===== src/rtl/segment_uop_pipeliner.sv =====
// -----------------------------------------------------------------------------
// segment_uop_pipeliner
//
// Purpose: splits one segmented vector load/store (nf+1 fields, vl segments,
// starting at vstart) into per-field, per-segment micro-ops. Up to
// MaxOutstanding micro-ops may be in flight. Their segment indices are held in
// a small in-order FIFO so that the faulting segment of the first excepting
// response can be reported precisely. Completion is reported only once the
// backend is idle.
//
// Ports:
//   clk_i, rst_ni           clock, asynchronous active-low reset
//   ara_idle_i              backend fully idle
//   seg_*                   request from the dispatcher (valid/ready handshake)
//   uop_*                   micro-op to the backend (valid/ready handshake)
//   resp_valid_i/resp_exc_i one in-order response per issued micro-op
//   done_*                  one-cycle completion pulse with exception info
//   load_/store_complete_o  completion pulse qualified by op type
//   busy_o                  an operation is in progress
//
// Optional feature (macro SEG_UOP_PERF_CNT_EN):
//   perf_uops_o   saturating count of issued micro-ops
//   perf_stall_o  saturating count of ISSUE cycles with the window full
// -----------------------------------------------------------------------------
module segment_uop_pipeliner #(
   parameter int unsigned NfWidth        = 3,
   parameter int unsigned VlWidth        = 16,
   parameter int unsigned MaxOutstanding = 4
) (
   input  logic               clk_i,
   input  logic               rst_ni,
   input  logic               ara_idle_i,
   input  logic               seg_valid_i,
   output logic               seg_ready_o,
   input  logic [NfWidth-1:0] seg_nf_i,
   input  logic [VlWidth-1:0] seg_vl_i,
   input  logic [VlWidth-1:0] seg_vstart_i,
   input  logic [4:0]         seg_vd_i,
   input  logic               seg_is_load_i,
   output logic               uop_valid_o,
   input  logic               uop_ready_i,
   output logic [VlWidth-1:0] uop_vstart_o,
   output logic [VlWidth-1:0] uop_vl_o,
   output logic [4:0]         uop_vd_o,
   input  logic               resp_valid_i,
   input  logic               resp_exc_i,
   output logic               done_valid_o,
   output logic               done_exc_o,
   output logic [VlWidth-1:0] done_vstart_o,
   output logic               load_complete_o,
   output logic               store_complete_o,
   output logic               busy_o
`ifdef SEG_UOP_PERF_CNT_EN
   ,
   output logic [31:0]        perf_uops_o,
   output logic [31:0]        perf_stall_o
`endif
);

   localparam int unsigned PtrW = (MaxOutstanding > 1) ? $clog2(MaxOutstanding) : 1;
   localparam int unsigned CntW = $clog2(MaxOutstanding + 1);
   localparam logic [CntW-1:0] MaxCnt = CntW'(MaxOutstanding);

   typedef enum logic [1:0] {IDLE, ISSUE, DRAIN, WAIT_IDLE} state_e;

   state_e             state_q;
   logic [NfWidth-1:0] nf_q, f_q;
   logic [VlWidth-1:0] vl_q, s_q, fault_q;
   logic [4:0]         vd_q;
   logic               is_load_q, exc_q;
   logic [CntW-1:0]    outstanding_q, outstanding_d;
   logic [VlWidth-1:0] fifo_q [MaxOutstanding];
   logic [PtrW-1:0]    wr_ptr_q, rd_ptr_q;
   logic               done_valid_q, done_exc_q, load_complete_q, store_complete_q;
   logic [VlWidth-1:0] done_vstart_q;

   logic               seg_fire, uop_fire, resp_pop, exc_hit, last_uop;
   logic [VlWidth:0]   s_plus1;

   function automatic logic [PtrW-1:0] ptr_inc(input logic [PtrW-1:0] p);
      return (p == PtrW'(MaxOutstanding - 1)) ? '0 : p + PtrW'(1);
   endfunction

   // One extra bit so that vl = 2^VlWidth-1 still compares correctly.
   assign s_plus1  = {1'b0, s_q} + (VlWidth+1)'(1);
   // Responses with nothing outstanding are protocol errors and are dropped.
   assign resp_pop = resp_valid_i && (outstanding_q != '0);
   // Only the first exception counts; later flags are drained silently.
   assign exc_hit  = resp_pop && resp_exc_i && !exc_q;
   assign last_uop = (f_q == nf_q) && (s_plus1 == {1'b0, vl_q});

   // Issue stops in the very cycle the first exception arrives.
   assign uop_valid_o   = (state_q == ISSUE) && (outstanding_q < MaxCnt) && !exc_hit;
   assign uop_fire      = uop_valid_o && uop_ready_i;
   assign uop_vstart_o  = s_q;
   assign uop_vl_o      = s_plus1[VlWidth-1:0];
   assign uop_vd_o      = vd_q + 5'(f_q);

   // Held low during the done pulse so a new op starts the cycle after it.
   assign seg_ready_o   = (state_q == IDLE) && !done_valid_q;
   assign seg_fire      = seg_valid_i && seg_ready_o;
   assign busy_o        = (state_q != IDLE);

   assign outstanding_d = outstanding_q + CntW'(uop_fire) - CntW'(resp_pop);

   assign done_valid_o     = done_valid_q;
   assign done_exc_o       = done_exc_q;
   assign done_vstart_o    = done_vstart_q;
   assign load_complete_o  = load_complete_q;
   assign store_complete_o = store_complete_q;

   always_ff @(posedge clk_i or negedge rst_ni) begin
      if (!rst_ni) begin
         state_q          <= IDLE;
         nf_q             <= '0;
         f_q              <= '0;
         vl_q             <= '0;
         s_q              <= '0;
         fault_q          <= '0;
         vd_q             <= '0;
         is_load_q        <= 1'b0;
         exc_q            <= 1'b0;
         outstanding_q    <= '0;
         wr_ptr_q         <= '0;
         rd_ptr_q         <= '0;
         done_valid_q     <= 1'b0;
         done_exc_q       <= 1'b0;
         done_vstart_q    <= '0;
         load_complete_q  <= 1'b0;
         store_complete_q <= 1'b0;
         for (int i = 0; i < int'(MaxOutstanding); i++) begin
            fifo_q[i] <= '0;
         end
      end else begin
         done_valid_q     <= 1'b0;
         done_exc_q       <= 1'b0;
         done_vstart_q    <= '0;
         load_complete_q  <= 1'b0;
         store_complete_q <= 1'b0;
         outstanding_q    <= outstanding_d;

         // Segment-index FIFO: push on issue, pop on response.
         if (uop_fire) begin
            fifo_q[wr_ptr_q] <= s_q;
            wr_ptr_q         <= ptr_inc(wr_ptr_q);
         end
         if (resp_pop) begin
            rd_ptr_q <= ptr_inc(rd_ptr_q);
         end
         if (exc_hit) begin
            exc_q   <= 1'b1;
            fault_q <= fifo_q[rd_ptr_q];
         end

         unique case (state_q)
            IDLE: begin
               if (seg_fire) begin
                  nf_q      <= seg_nf_i;
                  vl_q      <= seg_vl_i;
                  vd_q      <= seg_vd_i;
                  is_load_q <= seg_is_load_i;
                  f_q       <= '0;
                  s_q       <= seg_vstart_i;
                  exc_q     <= 1'b0;
                  fault_q   <= '0;
                  state_q   <= (seg_vstart_i >= seg_vl_i) ? WAIT_IDLE : ISSUE;
               end
            end
            ISSUE: begin
               if (exc_hit) begin
                  state_q <= DRAIN;
               end else if (uop_fire) begin
                  if (last_uop) begin
                     state_q <= DRAIN;
                  end
                  // Field index runs fastest, then the segment index.
                  if (f_q == nf_q) begin
                     f_q <= '0;
                     s_q <= s_plus1[VlWidth-1:0];
                  end else begin
                     f_q <= f_q + NfWidth'(1);
                  end
               end
            end
            DRAIN: begin
               if (outstanding_d == '0) begin
                  state_q <= WAIT_IDLE;
               end
            end
            WAIT_IDLE: begin
               if (ara_idle_i) begin
                  state_q          <= IDLE;
                  done_valid_q     <= 1'b1;
                  done_exc_q       <= exc_q;
                  done_vstart_q    <= exc_q ? fault_q : vl_q;
                  load_complete_q  <= is_load_q;
                  store_complete_q <= !is_load_q;
               end
            end
            default: state_q <= IDLE;
         endcase
      end
   end

`ifdef SEG_UOP_PERF_CNT_EN
   logic [31:0] perf_uops_q, perf_stall_q;

   always_ff @(posedge clk_i or negedge rst_ni) begin
      if (!rst_ni) begin
         perf_uops_q  <= '0;
         perf_stall_q <= '0;
      end else begin
         if (uop_fire && (perf_uops_q != '1)) begin
            perf_uops_q <= perf_uops_q + 32'd1;
         end
         if ((state_q == ISSUE) && (outstanding_q == MaxCnt) && (perf_stall_q != '1)) begin
            perf_stall_q <= perf_stall_q + 32'd1;
         end
      end
   end

   assign perf_uops_o  = perf_uops_q;
   assign perf_stall_o = perf_stall_q;
`endif

`ifndef SYNTHESIS
   always_ff @(posedge clk_i) begin
      if (rst_ni) begin
         assert (!(resp_valid_i && (outstanding_q == '0)))
            else $error("segment_uop_pipeliner: response with no micro-op outstanding");
      end
   end
`endif

endmodule


===== config.mk =====
export PLATFORM = sky130hd
export DESIGN_NAME = segment_uop_pipeliner
export DESIGN_NICKNAME = d
export VERILOG_FILES = /design/src/rtl/segment_uop_pipeliner.sv
export SDC_FILE = /design/constraint.sdc
export NUM_CORES = 1
export LEC_CHECK = 0
export ABC_AREA = 1
export ABC_CLOCK_PERIOD_IN_PS = 5850
export CAP_MARGIN = 5
export CORE_UTILIZATION = 54
export CTS_BUF_LIST = sky130_fd_sc_hd__clkbuf_4 sky130_fd_sc_hd__clkbuf_8
export DETAILED_ROUTE_END_ITERATION = 6
export PLACE_DENSITY = 0.79
export SYNTH_ARGS = -nofsm -noshare
export SYNTH_HDL_FRONTEND = slang
export SYNTH_SLANG_ARGS = --single-unit

===== constraint.sdc =====
create_clock -name clk_i -period 5.85 [get_ports clk_i]
set_input_delay 0.8775 -clock clk_i [delete_from_list [all_inputs] [get_ports clk_i]]
set_output_delay 0.8775 -clock clk_i [all_outputs]
set_load 0.01 [all_outputs]

# Yosys cells after proc, flatten, opt, wreduce, memory -nomap -nowiden

Cells that the tools add are included.

Register bits after elaboration: 154
Bits of input ports: 48
Output and inout bits: 60
Logic and storage cells: 116

Add/sub/neg operators: 7
Magnitude comparators: 5
Equal/unequal tests: 15
Multiplexer cells: 43
Bitwise gates (word level): 2
Reduce and logical (&&, ||, !) cells: 23

Operator list:

| kind                                                     | count |
|---|---|
| 2-to-1 mux 16 bit                                        | 13 |
| bitwise mux 64 bit                                       | 1 |
| binary-select mux 16 bit (select 2 bit)                  | 1 |
| demux 16 bit (select 2 bit)                              | 1 |
| one-hot mux 16 bit (2 select lines)                      | 1 |
| 2-to-1 mux 2 bit                                         | 9 |
| adder 16 x 1 -> 17 bit, second input constant            | 1 |
| == test 17 x 16 -> 1 bit                                 | 1 |
| greater-or-equal comparator 16 bit                       | 1 |
| 2-to-1 mux 3 bit                                         | 4 |
| 2-to-1 mux 1 bit                                         | 11 |
| logical AND 1 bit                                        | 10 |
| != test 2 bit, second input constant                     | 5 |
| AND reduction 5 bit                                      | 2 |
| == test 2 bit, second input constant                     | 4 |
| one-hot mux 2 bit (4 select lines)                       | 1 |
| greater-or-equal comparator 3 bit, second input constant | 2 |
| != test 3 bit, second input constant                     | 2 |
| NOT 2 -> 3 bit                                           | 2 |
| one-hot mux 3 bit (2 select lines)                       | 1 |
| adder 5 x 3 -> 5 bit                                     | 1 |
| adder 2 x 1 -> 2 bit, second input constant              | 2 |
| logical NOT 1 bit                                        | 4 |
| AND reduction 4 bit                                      | 1 |
| 13 further kinds                                         | 14 |

# Logic depth before layout (Yosys ltp)

Word-level depth: 12
Gate-level depth with buffers: 18
Mapped depth without buffers: 18

# Worst setup path after synthesis

Ideal clock, no wire load.

Kind: input to register
Start point: in resp_valid_i
End point: reg state_q[0]
Arrival: 3.082 ns
Data required time: 5.733 ns
Path slack: 2.651 ns
Cell stages on the path: 16
Path buffers: 0
Cells stage by stage: nand2_1 > nor2_1 > nand2_2 > nand3_2 > ha_1 > inv_1 > ha_1 > inv_1 > fa_1 > xor2_1 > xor2_1 > a21oi_1 > a211oi_1 > nand2_2 > nand2_1 > nand2_1

Cells in the longest elaborated chain, start to end: 11
Elaborated cells on any way between the ends: 15
Classes of those cells: 2 x add/sub; 3 x eq/ne; 2 x mux; 8 x reduce/logical

RTL lines:

| what                                 | RTL line | RTL |
|---|---|---|
| from (decl)                          | 45       | `input logic resp_valid_i,` |
| logical AND 1 bit (*)                | 87       | `assign resp_pop = resp_valid_i && (outstanding_q != '0);` |
| logical AND 1 bit (2 in a row)       | 89       | `assign exc_hit = resp_pop && resp_exc_i && !exc_q;` |
| logical NOT 1 bit                    | 93       | `assign uop_valid_o = (state_q == ISSUE) && (outstanding_q < MaxCnt) && !exc_hit;` |
| logical AND 1 bit                    | 93       |  |
| logical AND 1 bit                    | 94       | `assign uop_fire = uop_valid_o && uop_ready_i;` |
| adder 3 x 1 -> 3 bit                 | 104      | `assign outstanding_d = outstanding_q + CntW'(uop_fire) - CntW'(resp_pop);` |
| subtractor 3 x 1 -> 3 bit            | 104      |  |
| logical NOT 3 bit                    | 186      | `if (outstanding_d == '0) begin` |
| != test 2 bit (no source line)       | -        |  |
| AND reduction 5 bit (no source line) | -        |  |
| to (signal assigned)                 | 166      | `state_q <= (seg_vstart_i >= seg_vl_i) ? WAIT_IDLE : ISSUE;` |
| to (decl)                            | 66       | `state_e state_q;` |

Every way passes the cells marked *; elsewhere a longest branch is shown, timed or not.
A chain may end at the register's enable or synchronous reset.

# Final worst setup path

Start point: reg exc_q
End point: reg state_q[0]

Cells in the longest elaborated chain, start to end: 10
Elaborated cells on any way between the ends: 14
Classes of those cells: 2 x add/sub; 3 x eq/ne; 2 x mux; 7 x reduce/logical

RTL lines:

| what                                 | RTL line | RTL |
|---|---|---|
| from (decl)                          | 70       | `logic is_load_q, exc_q;` |
| from (signal assigned)               | 122      | `exc_q <= 1'b0;` |
| from (signal assigned)               | 151      | `exc_q <= 1'b1;` |
| from (signal assigned)               | 164      | `exc_q <= 1'b0;` |
| logical NOT 1 bit (*)                | 89       |  |
| logical AND 1 bit (*)                | 89       |  |
| logical NOT 1 bit                    | 93       |  |
| logical AND 1 bit                    | 93       |  |
| logical AND 1 bit                    | 94       |  |
| adder 3 x 1 -> 3 bit                 | 104      |  |
| subtractor 3 x 1 -> 3 bit            | 104      |  |
| logical NOT 3 bit                    | 186      |  |
| != test 2 bit (no source line)       | -        |  |
| AND reduction 5 bit (no source line) | -        |  |

Marked as above.

==> qor.yml <==
outcome:
  status: "finished clean"
setup_path:
  critPathMaxStageDelay_ps: 630
  crit_path_top_delay_cell: "inv_1"
  worst_path_most_repeated_cell: "inv_1"
  critPathCaptureType: "flip-flop"
  endpoint: "state_q[0]"
  arrival_ps: 4610
  critPathLaunchType: "flip-flop"
  rr_endpoint: "state_q[0]"
  crit_required_ps: 6250
  crit_fanout: 35
  startpoint: "exc_q"
  rr_startpoint: "exc_q"
  path_buf_inv: 3
  r2r_slack_ps: 1640
  path_cells: "inv_1, nand2_2, nand3_2, ha_1, inv_1, ha_1, inv_1, fa_1, xor2_1, xor2_1, a21oi_1, a211oi_1, nand3_1, nand2_1"
  cp_top_family: "simple AND/OR/NAND/NOR gates"
  critPathKind: "reg2reg"
  reg2reg_depth: 14
  cp.depth: 14
sta:
  fmax_mhz: 238
  rsz0062_at_grt: "no"
  period_share_pct: 72.0
  whs_ps: 442
  hold_viol_final: 0
  max_slew_margin_pct: 27.2
  worst_pin_slew_ps: 1090
  finalMaxSlewViolations: 0
  fin_tns_setup_ps: 0
  fin_skew_ps: 15.5
  period_needed_ps: 4210
  setup-violations-final: 0
power:
  peakVddDrop_mv: 0.388
  power_density_nw_per_um2: 520
  p_leak_nw: 4.56
global_route:
  antenna_found_initial: 0
  grt.total_usage_pct: 29.0
  gr-total-overflow: 0
  grt_pass1_wl_mm: 33.2
  grt_max_degree: 114
  grt_pass1_vias: 6612
synth:
  avgSynthCellArea_um2: 8.09
  seq_area_frac_synth_pct: 48.0
  mappedNetlistArea_um2: 8020
  synth_seq_cells: 154
  syn_nets: 1073
  synth_cell_type_count: 32
  syn_inst: 991
  ys_warn_count: 0
route:
  drt-pass1-iter-count: 6
  drt-initial-drc-count: 699
  wl_per_cell_um: 16.4
  drc: 0
  drt-vias-per-instance: 5.55
  vias: 7098
  routed_wl_mm: 20.9
  ant_nets: 0
clocking:
  numCtsBuffers: 17
  cts_buffer_depth: 2
  tritoncts: "done"
  cts_sinks: 154
  insertion_delay_ps: 470
  clk_pin_slew_worst_paths_ps: 80
  post_cts_buffers: 0
  htree_num_levels: 4
  cts_resized: 0
  cts_hold_buf: 0
  cts-root-buf: "clkbuf_8"
cells_and_area:
  antenna_cells: 0
  final_cell_area_um2: 9610
  num-nets-final: 1164
  synthToLayoutAreaGrowth_pct: 19.9
  drive_above_1_share_pct: 6.58
  fin_util_pct: 66.1
  final_cells: 1278
floorplanning:
  core_um2: 14500
  fp-row-count: 44
  dieArea_um2: 15300
  die_h_um: 124
  die_w_um: 124
  start_util_pct: 55.2
  io-pin-count: 108
placed_design:
  place_area_um2: 9200
  place.gp.congestion: 0.927
  dp_cells: 1247
  dp_hpwl_mm: 15.0
  portBuffers: 107
flow_run:
  cap_violations: 0
min_path:
  hold_class: "reg2reg"
==> cell usage in the layout (no fill, tap or decap), types with 7 or more instances in the layout <==
master           instances
a21oi_1                 87
buf_4                    7
clkbuf_8                23
clkdlybuf4s50_1        106
dfrtp_1                154
ha_1                    32
inv_1                  127
nand2_1                218
nand2_2                 15
nand3_1                 45
nor2_1                  57
nor3_1                   7
o211ai_1                13
o21a_1                  31
o21ai_0                123
==> worst min-delay path by stage <==
stage                     depth (start not counted)      start               end
after global placement                            1  is_load_q  store_complete_o
after CTS                                         1  is_load_q  store_complete_o
after global routing                              1  is_load_q  store_complete_o
after floorplan                                   1  is_load_q  store_complete_o
final                                             1  is_load_q  store_complete_o
after detailed placement                          1  is_load_q  store_complete_o
==> layout make-up <==
cell class | instances | area, µm²
clock buffers | 24 | 324
clock inverters | 7 | 87.6
fillers | 1230 | 4920
inverters | 131 | 492
multi-input cells | 664 | 3500
flip-flops and latches | 154 | 3850
well taps | 184 | 230
repair buffers | 114 | 1120
==> stage by stage <==
step | worst slack [ps] | power, mW
floorplan | 2650 | 3.27
global placement | 1520 | 4.07
detailed placement | 1360 | 4.15
CTS | 1720 | 4.99
global route | 1290 | 5.39
finish | 1640 | 5.00
==> power breakdown <==
| part | internal, mW | switching, mW | leakage [nW] | total [mW] |
|---|---|---|---|---|
| Sequential | 1.52 | 0.440 | 1.91 | 1.96 |
| Clock | 0.447 | 0.385 | 0.214 | 0.832 |
| Combinational | 0.898 | 1.31 | 2.44 | 2.20 |
| Total | 2.87 | 2.13 | 4.56 | 5.00 |
==> cells in the mapped netlist <==
cell | number | area [µm²]
nand3_1 | 45 | 225
xnor2_1 | 5 | 43.8
clkbuf_1 | 30 | 113
o22ai_1 | 1 | 6.26
a21oi_1 | 87 | 435
o211ai_1 | 13 | 97.6
dfrtp_1 | 154 | 3850
buf_2 | 9 | 45.0
o21ai_0 | 123 | 616
buf_1 | 1 | 3.75
nand2_2 | 15 | 93.8
nand4_1 | 4 | 25.0
xor2_1 | 6 | 52.6
nor2_2 | 3 | 18.8
mux2_2 | 2 | 22.5
o21ai_1 | 1 | 5.00
ha_1 | 32 | 400
nor2_4 | 3 | 33.8
nand2_1 | 218 | 818
a21oi_4 | 1 | 16.3
fa_1 | 2 | 40.0
clkinv_1 | 1 | 3.75
o21a_1 | 31 | 233
o21ai_2 | 2 | 17.5
nand3_2 | 3 | 30.0
inv_1 | 127 | 477
nor2_1 | 58 | 218
nor3_1 | 7 | 35.0
buf_4 | 2 | 15.0
a211oi_1 | 1 | 7.51
o31ai_1 | 1 | 7.51
inv_2 | 3 | 11.3
==> routing by layer <==
| layer | wire length [µm] | GRT usage, % |
|---|---|---|
| met4 | 658 | 11.7 |
| met1 | 8710 | 37.4 |
| met2 | 10300 | 47.3 |
| met5 | 0 | 0 |
| met3 | 1280 | 6.73 |
==> registers in the layout, indices dropped and copies added, names as in the netlist <==
register,count
fifo_q,64
done_vstart_o,16
fault_q,16
uop_vstart_o,16
vl_q,16
vd_q,5
f_q,3
nf_q,3
outstanding_q,3
rd_ptr_q,2
state_q,2
wr_ptr_q,2
done_exc_o,1
done_valid_o,1
exc_q,1
is_load_q,1
load_complete_o,1
store_complete_o,1
==> kinds of logic (layout without fill, tap and decap cells) <==
kind of cell	count (synthesis)	after routing	synth area share (%)
AND/OR/NAND/NOR	356	356	18.7
AO/OA/AOI/OAI	261	261	18.0
buffers and inverters	173	276	8.33
flip-flops	154	154	48.0
adder cells (fa/ha/maj)	34	34	5.49
XOR/XNOR	11	11	1.20
multiplexers	2	2	0.281
No activity file was read; power rests on OpenSTA's default activity.
